--- config.mk ---
export PLATFORM = sky130hd
export DESIGN_NAME = aes_multicore_dispatch
export DESIGN_NICKNAME = d
export VERILOG_FILES = /design/src/rtl/aes_pkg.sv /design/src/rtl/aes_stream_ser.sv /design/src/rtl/aes_multicore_dispatch.sv
export SDC_FILE = /design/constraint.sdc
export NUM_CORES = 2
export LEC_CHECK = 0
export CAP_MARGIN = 20
export CORE_MARGIN = 2
export CORE_UTILIZATION = 43
export CTS_CLUSTER_SIZE = 24
export DETAILED_ROUTE_END_ITERATION = 16
export GPL_TIMING_DRIVEN = 0
export HOLD_SLACK_MARGIN = 0.06
export PLACE_DENSITY = 0.67
export SYNTH_ARGS = -nofsm -noshare
export SYNTH_HDL_FRONTEND = slang
export SYNTH_HIERARCHICAL = 1
export SYNTH_SLANG_ARGS = --single-unit
--- constraint.sdc ---
create_clock -name CLK_I -period 33.3 [get_ports CLK_I]
set_input_delay 6.66 -clock CLK_I [delete_from_list [all_inputs] [get_ports CLK_I]]
set_output_delay 6.66 -clock CLK_I [all_outputs]
set_load 0.01 [all_outputs]
--- src/rtl/aes_pkg.sv ---
// Shared types for the AES multicore dispatch front-end.
package aes_pkg;
  localparam int AES_BLOCK_W = 128;

  typedef logic [AES_BLOCK_W-1:0] block_t;

  typedef enum logic {FILL, HOLD} in_state_e;
  typedef enum logic {IDLE, SEND} out_state_e;
endpackage

--- src/rtl/aes_stream_ser.sv ---
// Shift-out of one 128-bit block as DATA_W-bit beats, LSB beat first, with valid/ready.
module aes_stream_ser
  import aes_pkg::*;
#(
  parameter int DATA_W = 8
) (
  input  logic              clk,
  input  logic              rst,
  input  logic              ce,
  input  logic              load,
  input  block_t            block,
  input  logic              ready,
  output logic [DATA_W-1:0] data,
  output logic              valid,
  output logic              last
);
  localparam int BEATS = AES_BLOCK_W / DATA_W;
  localparam int CNT_W = (BEATS > 1) ? $clog2(BEATS) : 1;

  block_t           sh;
  logic [CNT_W-1:0] cnt;
  logic             hs;

  assign hs   = ce & valid & ready;
  assign last = hs && (cnt == CNT_W'(BEATS - 1));
  assign data = sh[DATA_W-1:0];

  always_ff @(posedge clk or posedge rst) begin
    if (rst) begin
      sh    <= '0;
      cnt   <= '0;
      valid <= 1'b0;
    end else if (ce) begin
      if (load) begin
        sh    <= block;
        cnt   <= '0;
        valid <= 1'b1;
      end else if (hs) begin
        sh <= sh >> DATA_W;
        if (last) begin
          valid <= 1'b0;
          cnt   <= '0;
        end else begin
          cnt <= cnt + 1'b1;
        end
      end
    end
  end
endmodule

--- src/rtl/aes_multicore_dispatch.sv ---
// Deserialises stream beats into blocks, dispatches them round-robin to AES cores,
// and re-serialises core results in input order.
module aes_multicore_dispatch
  import aes_pkg::*;
#(
  parameter int DATA_W    = 8,
  parameter int NUM_CORES = 4
) (
  input  logic                             CLK_I,
  input  logic                             RESET_I,
  input  logic                             CE_I,
  input  logic [DATA_W-1:0]                DATA_I,
  input  logic                             VALID_I,
  output logic                             READY_O,
  output logic [127:0]                     CORE_DATA_O,
  output logic [NUM_CORES-1:0]             CORE_START_O,
  input  logic [NUM_CORES-1:0]             CORE_BUSY_I,
  input  logic [NUM_CORES-1:0]             CORE_DONE_I,
  input  logic [NUM_CORES*128-1:0]         CORE_RESULT_I,
  output logic [DATA_W-1:0]                DATA_O,
  output logic                             VALID_O,
  input  logic                             READY_I,
  output logic [$clog2(NUM_CORES+1)-1:0]   OUTSTANDING_O,
  output logic                             ERR_O
);
  localparam int BEATS = AES_BLOCK_W / DATA_W;
  localparam int CNT_W = (BEATS > 1) ? $clog2(BEATS) : 1;
  localparam int PTR_W = (NUM_CORES > 1) ? $clog2(NUM_CORES) : 1;
  localparam int OUT_W = $clog2(NUM_CORES + 1);

  in_state_e              in_state;
  out_state_e             out_state;
  logic                   rdy_q;
  logic [CNT_W-1:0]       beat_cnt;
  block_t                 blk;
  block_t                 core_data_q;
  logic [PTR_W-1:0]       wr_ptr;
  logic [PTR_W-1:0]       rd_ptr;
  logic [NUM_CORES-1:0]   inflight;
  logic [NUM_CORES-1:0]   pending;
  block_t                 slot [NUM_CORES];
  logic                   err_q;
  logic [OUT_W-1:0]       outstanding;
  logic                   acc;
  logic                   can_dispatch;
  logic                   dispatch;
  logic                   ser_load;
  logic                   ser_last;
  logic [NUM_CORES-1:0]   onehot;

  assign READY_O = rdy_q & CE_I;
  assign acc     = VALID_I & READY_O;

  // The outstanding cap also covers the slot whose result is currently being shifted out.
  assign can_dispatch = (in_state == HOLD) && !CORE_BUSY_I[wr_ptr] && !inflight[wr_ptr] &&
                        !pending[wr_ptr] && (outstanding != OUT_W'(NUM_CORES));
  assign dispatch     = CE_I & can_dispatch;
  assign onehot       = NUM_CORES'(1) << wr_ptr;
  assign CORE_START_O = dispatch ? onehot : '0;
  assign CORE_DATA_O  = dispatch ? blk : core_data_q;

  assign ser_load      = CE_I && (out_state == IDLE) && pending[rd_ptr];
  assign OUTSTANDING_O = outstanding;
  assign ERR_O         = err_q;

  always_ff @(posedge CLK_I or posedge RESET_I) begin
    if (RESET_I) begin
      in_state    <= FILL;
      out_state   <= IDLE;
      rdy_q       <= 1'b0;
      beat_cnt    <= '0;
      blk         <= '0;
      core_data_q <= '0;
      wr_ptr      <= '0;
      rd_ptr      <= '0;
      inflight    <= '0;
      pending     <= '0;
      err_q       <= 1'b0;
      outstanding <= '0;
      for (int i = 0; i < NUM_CORES; i++) slot[i] <= '0;
    end else if (CE_I) begin
      case (in_state)
        FILL: begin
          rdy_q <= 1'b1;
          if (acc) begin
            blk[beat_cnt*DATA_W +: DATA_W] <= DATA_I;
            if (beat_cnt == CNT_W'(BEATS - 1)) begin
              beat_cnt <= '0;
              rdy_q    <= 1'b0;
              in_state <= HOLD;
            end else begin
              beat_cnt <= beat_cnt + 1'b1;
            end
          end
        end
        HOLD: begin
          if (can_dispatch) begin
            core_data_q <= blk;
            wr_ptr      <= (wr_ptr == PTR_W'(NUM_CORES - 1)) ? '0 : wr_ptr + 1'b1;
            rdy_q       <= 1'b1;
            in_state    <= FILL;
          end
        end
      endcase

      for (int i = 0; i < NUM_CORES; i++) begin
        if (CORE_DONE_I[i]) begin
          if (inflight[i]) begin
            slot[i]     <= CORE_RESULT_I[i*128 +: 128];
            inflight[i] <= 1'b0;
            pending[i]  <= 1'b1;
          end else begin
            err_q <= 1'b1;
          end
        end
      end
      if (dispatch) inflight[wr_ptr] <= 1'b1;
      if (ser_load) pending[rd_ptr] <= 1'b0;

      case (out_state)
        IDLE: if (pending[rd_ptr]) out_state <= SEND;
        SEND: begin
          if (ser_last) begin
            rd_ptr    <= (rd_ptr == PTR_W'(NUM_CORES - 1)) ? '0 : rd_ptr + 1'b1;
            out_state <= IDLE;
          end
        end
      endcase

      case ({dispatch, ser_last})
        2'b10:   outstanding <= outstanding + 1'b1;
        2'b01:   outstanding <= outstanding - 1'b1;
        default: outstanding <= outstanding;
      endcase
    end
  end

  aes_stream_ser #(.DATA_W(DATA_W)) u_ser (
    .clk   (CLK_I),
    .rst   (RESET_I),
    .ce    (CE_I),
    .load  (ser_load),
    .block (slot[rd_ptr]),
    .ready (READY_I),
    .data  (DATA_O),
    .valid (VALID_O),
    .last  (ser_last)
  );
endmodule

==> reports/metrics.cfg <==
[outcome]
status=finished clean

[timing]
finalSetupTns_ns=0
tightestPinTransition_ns=1.04
fmax_mhz=59.9
slew_headroom_pct=30.5
setup_viol=0
fin_crit_sh_pct=50.1
clock_skew_ns=0.0183
hold_viol=0
min_period_ns=16.69
rsz0062_at_grt=false
drv_slew=0

[cts]
cts_buffer_depth=3
cts-root-buf=clkbuf_16
clk_latency_ns=0.68
cts_resized=0
cts_sinks=924
cts_tree=done
clk_pin_slew_worst_paths_ns=0.06
hold_buffers=0
postCtsSetupBuffers=0
numCtsBuffers=101
htreeDepth=3

[cells_and_area]
final_cell_mix=924 x dfrtp_1, 877 x mux2_2, 678 x clkdlybuf4s50_1
final_nets=4114
layoutNonFillerInstCount=4954
fin_area_um2=53700
drive_gt1_share_pct=35.9
final_common_cell=dfrtp_1
final_util_pct=56.5
syn2layout_area_growth_pct=30.3

[synthesis]
ys_ff_latch=924
synth_xor_area_share_pct=0.125
synthArstFlopShare_pct=100
synth_cells=2765
netlist_area_um2=41200
yosysTopAreaCellShare_pct=56.1
synth_compound_area_share_pct=4.03
yosys_warnings=6
synth_top_family_by_area=multiplexers
synth_nets=3315
ys.flop_type=dfrtp_1
synth_fa_ha_area_share_pct=0.535
synth-simple-area-share_pct=2.07
synth_mux_area_share_pct=34.2
synth_area_per_cell_um2=14.9
yosysSeqAreaShare_pct=56.1
synth_top_cell_by_area=dfrtp_1
synth_cell_type_count=65
synthTopCellsByArea=dfrtp_1 56%, mux2_2 24%, mux4_2 7.0%
synth-edff-count=0

[die]
io-pin-count=679
die_y_um=313
dieArea_um2=98300
start_util_pct=43.4
row_count=113
design.core.area_um2=95000
die_w_um=313

[grt]
grt_pass1_wl_um=186000
gr-usage-all-layers_pct=25.8
antenna_found_initial=59
grt_max_degree=126
first_global_vias=28200
grt_overflow_total=0

[critical_path]
crit_type=primary input to output port
crit_fanout=10
cp_top_family=buffers and inverters
worstPathRequired_ns=26.64
cp_data_arrival_time_ns=10.03
path_buf_inv=5
max_stage_delay_ns=0.77
end_kind=output port
path_cells=clkdlybuf4s50_1, buf_2, o311ai_0, a211oi_1, buf_2, buf_6, mux2_2, clkdlybuf4s50_1
slowest_stage=clkdlybuf4s50_1
start_kind=primary input

[pwr]
power.density_nw_per_um2=58.8
netSwitchingFraction_pct=28.0
p_seq_share_pct=41.4
p_int_mw=2.27
p_clk_share_pct=37.9
p_leak_nw=24.9
combPwrFrac_pct=20.7
vdd_drop_max_mv=0.0416
p_switching_mw=0.885

[route]
dr.pass1.iters=7
ant_nets=0
vias_per_cell=5.39
vias=26700
routedWlPerCell_um=25.8
first_iter_violations=1736
route.detailed.drc=0
wirelength_um=128000

[placement]
hpwl_um=95900
dp.cells=4726
io_buffers=678
gp_congestion=0.833
placed_area_um2=50000

[run]
maxCapViolations=0

[worst_hold_path]
hold_class=register to register

Yosys cell counts, drive strengths merged (4+ instances only):
master,instances
dfrtp,924
mux2,879
o21ai,261
mux2i,130
mux4,128
buf,98
clkbuf,95
inv,43
and2,41
nand2,23
nand3,22
and3,17
ha,16
a22o,12
nor3,8
a21oi,6
a31oi,6
nor2,6
nor4,4
per-layer routing:
layer	share of wire [%]	vias up	track usage, %
li1	-	11800	-
met4	3.8	44	10.4
met2	47	747	40.8
met1	42	13900	34.1
met5	0.20	-	0
met3	6.3	250	6.72
cells by family after synthesis:
logic type      count (synthesis)
compound gates                305
mux                          1137
xor+xnor                        5
flops                         924
buf+inv                       236
simple gates                  141
fa+ha+maj                      17
area by class of cell:
type,instances,area (µm²)
Antenna cell,37,92.6
Buffer,193,1040
Clock buffer,138,2940
Clock inverter,53,648
Fill cell,7916,41300
Inverter,43,174
Multi-Input combinational cell,1605,16900
Sequential cell,924,23100
Tap cell,1265,1580
Timing Repair Buffer,696,7210
registers in the layout, summed over array words and instances (netlist names):
signal and cells:
u_ser/sh 128, beat_cnt 4, inflight 4, pending 4, wr_ptr 2, ERR_O 1, out_state 1, rdy_q 1
blk 128, u_ser/cnt 4, core_data_q 128, OUTSTANDING_O 3, in_state 1, u_ser/valid 1, slot 512, rd_ptr 2
worst paths after layout:
kind	endpoint	cells after the start	slack [ns]	from
min	core_data_q[125]$_DFFE_PP0P_	1	0.50	core_data_q[125]$_DFFE_PP0P_
max in group asynchronous	blk[106]$_DFFE_PP0P_	4	25.06	RESET_I
max	CORE_DATA_O[67]	8	16.61	CE_I
min in group asynchronous	slot[331]$_DFFE_PP0P_	2	6.62	RESET_I
min reg2reg	core_data_q[125]$_DFFE_PP0P_	1	0.50	core_data_q[125]$_DFFE_PP0P_
max reg2reg	blk[32]$_DFFE_PP0P_	8	29.98	beat_cnt[0]$_DFFE_PP0P_
through the flow:
| stage | hold WS, ns | worst slack (ns) | total power, mW |
|---|---|---|---|
| after floorplan | 0.459 | 4.43 | 1.70 |
| after global placement | 0.468 | -5.94 | 1.97 |
| final | 0.500 | 16.61 | 3.16 |
| after detailed placement | 0.487 | 16.59 | 1.98 |
| after CTS | 0.501 | 16.57 | 3.18 |
| after global routing | 0.507 | 16.52 | 3.29 |
power by group through the flow:
stage / sequential (mW) / combinational [mW] / clock (mW)
6_report: 1.31 / 0.654 / 1.20
5_1_grt: 1.32 / 0.702 / 1.26
3_3_place_gp: 1.32 / 0.642 / 0
3_5_place_dp: 1.32 / 0.658 / 0
2_1_floorplan: 1.30 / 0.392 / 0
4_1_cts: 1.31 / 0.661 / 1.22
No activity file was read; power rests on OpenSTA's default activity.
